==> src/rtl/dl_skid_reg.sv <==
// Two-entry valid/ready register slice (skid buffer). Every output is taken
// straight from a flop, so the slice breaks both the forward and backward paths.
//
// state | meaning
// ------+------------------------------------------------------------
// EMPTY | nothing held; in_ready=1, out_valid=0
// BUSY  | main holds the head entry; in_ready=1, out_valid=1
// FULL  | main holds the head and skid holds the next; in_ready=0
module dl_skid_reg #(
  parameter int unsigned         NUM_BITS = 1,
  parameter logic [NUM_BITS-1:0] RST_VAL  = '0
) (
  input  logic                clk,
  input  logic                rst,
  input  logic                flush,
  input  logic                in_valid,
  output logic                in_ready,
  input  logic [NUM_BITS-1:0] in_data,
  output logic                out_valid,
  input  logic                out_ready,
  output logic [NUM_BITS-1:0] out_data,
  output logic [1:0]          count
);

  typedef enum logic [1:0] {
    EMPTY = 2'd0,
    BUSY  = 2'd1,
    FULL  = 2'd2
  } state_t;

  state_t              state_q, state_nxt;
  logic [NUM_BITS-1:0] main_q, main_nxt;
  logic [NUM_BITS-1:0] skid_q, skid_nxt;
  logic                in_fire;
  logic                out_fire;

  assign in_ready  = (state_q != FULL);
  assign out_valid = (state_q != EMPTY);
  assign out_data  = main_q;
  assign count     = state_q;

  assign in_fire   = in_valid & in_ready;
  assign out_fire  = out_valid & out_ready;

  always_comb begin
    state_nxt = state_q;
    main_nxt  = main_q;
    skid_nxt  = skid_q;
    case (state_q)
      EMPTY: begin
        if (in_fire) begin
          state_nxt = BUSY;
          main_nxt  = in_data;
        end
      end
      BUSY: begin
        if (in_fire && out_fire) begin
          main_nxt = in_data;
        end else if (in_fire) begin
          state_nxt = FULL;
          skid_nxt  = in_data;
        end else if (out_fire) begin
          state_nxt = EMPTY;
        end
      end
      FULL: begin
        // in_ready is low here, so only the drain side can move
        if (out_fire) begin
          state_nxt = BUSY;
          main_nxt  = skid_q;
        end
      end
      default: state_nxt = EMPTY;
    endcase

    // Flush drops coincident transfers but leaves the data registers as they were
    if (flush) begin
      state_nxt = EMPTY;
      main_nxt  = main_q;
      skid_nxt  = skid_q;
    end
  end

  always_ff @(posedge clk) begin
    if (rst) begin
      state_q <= EMPTY;
      main_q  <= RST_VAL;
      skid_q  <= RST_VAL;
    end else begin
      state_q <= state_nxt;
      main_q  <= main_nxt;
      skid_q  <= skid_nxt;
    end
  end

endmodule

==> config.mk <==
export PLATFORM = sky130hd
export DESIGN_NAME = dl_skid_reg
export DESIGN_NICKNAME = d
export VERILOG_FILES = /design/src/rtl/dl_skid_reg.sv
export SDC_FILE = /design/constraint.sdc
export NUM_CORES = 1
export LEC_CHECK = 0
export BUFFER_PORTS_ARGS = -buffer_cell sky130_fd_sc_hd__buf_2
export CAP_MARGIN = 15
export CORE_AREA = 2 2 39 41
export CTS_CLUSTER_DIAMETER = 60
export CTS_CLUSTER_SIZE = 8
export DETAILED_ROUTE_END_ITERATION = 12
export DIE_AREA = 0 0 41 43
export SETUP_SLACK_MARGIN = 0.2
export SLEW_MARGIN = 40
export SYNTH_ARGS = -nofsm -noshare
export SYNTH_HDL_FRONTEND = slang
export SYNTH_SLANG_ARGS = --single-unit
==> constraint.sdc <==
create_clock -name clk -period 3.72 [get_ports clk]
set_input_delay 0.372 -clock clk [delete_from_list [all_inputs] [get_ports clk]]
set_output_delay 0.372 -clock clk [all_outputs]
set_load 0.01 [all_outputs]
==> results.json <==
{
  "run_status": "finished clean",
  "leakage_nw": 0.1403,
  "detail_route.wl_per_cell_um": 9.151,
  "drt.antenna.violating_nets": 0,
  "grt_util_met3": 0.01571,
  "cell_chain_critical_path": "or2b_4, buf_2",
  "vdd.ir_drop.worst_v": 0.0001170,
  "postCtsHoldBufs": 0,
  "synth_warnings": 0,
  "drive_gt1_frac": 0.5135,
  "grt_use_met2": 0.07813,
  "routed_via_density": 4.226,
  "finalCriticalPeriod_ns": 1.444,
  "ys_ff_latch": 4,
  "timing.critical_path.from_type": "register",
  "cts_resized": 0,
  "cts_tree": "done",
  "n_antenna_cell": 0,
  "postSynthCellCount": 24,
  "timing_worst_setup_path_type": "reg2out",
  "x_dimension_of_the_die_um": 41,
  "ios": 11,
  "cts.reportedPaths.clkPinSlew_ns": 0.04,
  "clk-insertion-delay-late_ns": 0.23,
  "numPortBuffers": 10,
  "grt.overflow.total": 0,
  "power.total_mw": 0.1125,
  "setup.worst_path.end_class": "primary output",
  "type_of_the_most_critical_hold_path": "in2reg",
  "cts_h_tree_lvls": 1,
  "placement_stage_worst_setup_slack_ns": 2.396,
  "post_syn_area_um2": 224.0,
  "slew_viol_final": 0,
  "arrival_time_at_the_worst_endpoint_ns": 1.07,
  "initial_utilization": 0.1618,
  "leading_cell_type_in_the_layout_fill_and_taps_excluded": "buf_2",
  "hold-path-endpoint": "out_data",
  "cts_made_buffers": 3,
  "worst_margin_slew_ns": 0.3055,
  "timing.setup.tns_ns": 0,
  "cpMaxStageDelayCell": "dfxtp_1",
  "critical_path.top_delay_family": "flip-flops",
  "setup_viol": 0,
  "via_count_of_the_first_global_routing_pass": 180,
  "grt_setup_unrepaired": "no",
  "timing.slew.headroom": 0.7959,
  "totalWireLength_um": 485,
  "fmax_mhz": 692.3,
  "maximum_number_of_pins_on_one_net_before_global_route_repair": 8,
  "timing.hold.ws_ns": 0.3520,
  "timing.rr.start": "count[1]",
  "placeableCoreArea_um2": 1384,
  "synth-seq-area-share": 0.3575,
  "std_cell_rows": 14,
  "clock_skew_ns": 0.0009551,
  "num_vias": 224,
  "final_net_count": 45,
  "power_per_cell_area_nw_per_um2": 355.3,
  "final_design_area_no_fill_um2": 316.6,
  "gp_congestion": 0.6607,
  "finalCritPeriodShare": 0.3883,
  "critical_path_buf_inv_count": 1,
  "min-delay-start": "rst",
  "num-fill-cells": 162,
  "dominant_cells_by_area_after_synthesis": "dfxtp_1 36%, mux2i_1 8.9%, or2b_4 5.0%",
  "grt_pass1_wl_um": 669,
  "regToRegEndpoint": "out_data",
  "grtUsageMet1": 0.06410,
  "dp_hpwl_um": 394.6,
  "die-height_um": 43,
  "max-clock-path-buffers": 2,
  "grt.busiest_layer": "met4",
  "synthToLayoutAreaGrowth_pct": 41.34,
  "most-common-layout-cells": "10 x buf_2, 4 x dfxtp_1, 3 x clkbuf_4",
  "synth_area_leader": "dfxtp_1",
  "synth_cell_types": 18,
  "drt-pass1-iter-count": 4,
  "drc": 0,
  "cts_num_sinks": 4,
  "global_route.usage.total": 0.06018,
  "syn_area_per_cell_um2": 9.332,
  "initial_antenna_violation_count": 0,
  "minimum_setup_slack_in_the_final_design_ns": 2.276,
  "reg2reg_depth": 4,
  "cts.root.buffer_cell": "clkbuf_4",
  "timing.final.hold_violations": 0,
  "drt_iter0_drc": 5,
  "cts_setup_buffers": 0,
  "dieArea_um2": 1763,
  "cpPeakStageDelay_ns": 0.40,
  "cp.required_ns": 3.35,
  "ff2ff_setup_slack_ns": 2.39,
  "synth.net_count": 30,
  "placedInstanceArea_um2": 294.0,
  "worstPathMaxFanout": 7,
  "timing.max_cap.violations": 0,
  "whs_path_depth": 2,
  "yosysTopAreaCellShare": 0.3575
}
state kept, by name (all words and copies together) (netlist names):
signal and cells:
count 2, out_data 1, skid_q 1
metrics by stage:
| stage | utilization | cells |
|---|---|---|
| final | 0.2288 | 53 |
| after global routing | 0.2288 | 53 |
| after detailed placement | 0.2125 | 50 |
| after CTS | 0.2288 | 53 |
| after floorplan | - | 24 |
| after global placement | 0.2125 | 50 |
cell type report:
type / count / area, um^2 / area share
multi-input cells: 20 / 143.9 / 0.4545
repair buffers: 10 / 50.05 / 0.1581
flip-flops and latches: 4 / 80.08 / 0.2530
well taps: 16 / 20.02 / 0.06324
clock buffers: 3 / 22.52 / 0.07115
cells by family after synthesis:
kind of cell	count (synthesis)	synth area share
DFF	4	0.3576
muxes	2	0.08939
and+or+nand+nor	11	0.3241
AOI/OAI and AO/OA	7	0.2291
Yosys cell counts (all sizes together):
cell type and number:
o21ai 1, nor2 1, dfxtp 4, nor3 1, or2b 1, or2 1
nand2 2, and3b 1, a21oi 3, o22a 1, nand2b 1, a2111oi 1
mux2i 2, and2b 1, nor3b 1, o21a 1, or3 1
how the worst max path moves through the flow:
stage,from,endpoint,depth (start not counted)
CTS,count[1],in_ready,2
global placement,out_ready,skid_q,5
floorplan,count[1],out_data,4
global route,count[1],in_ready,2
detailed placement,out_ready,skid_q,5
finish,count[1],in_ready,2
report_power, final:
group | internal, mW | switching, mW | total, mW
combinational | 0.00789 | 0.00732 | 0.0152
sequential | 0.0445 | 0.00129 | 0.0458
clock | 0.0359 | 0.0155 | 0.0515
total | 0.0883 | 0.0242 | 0.112
routing by layer:
layer	vias up	share of wire
li1	116	-
met1	101	0.40
met2	7	0.52
met3	0	0.078
met4	0	0
met5	-	0
(Power assumes the default switching activity.)
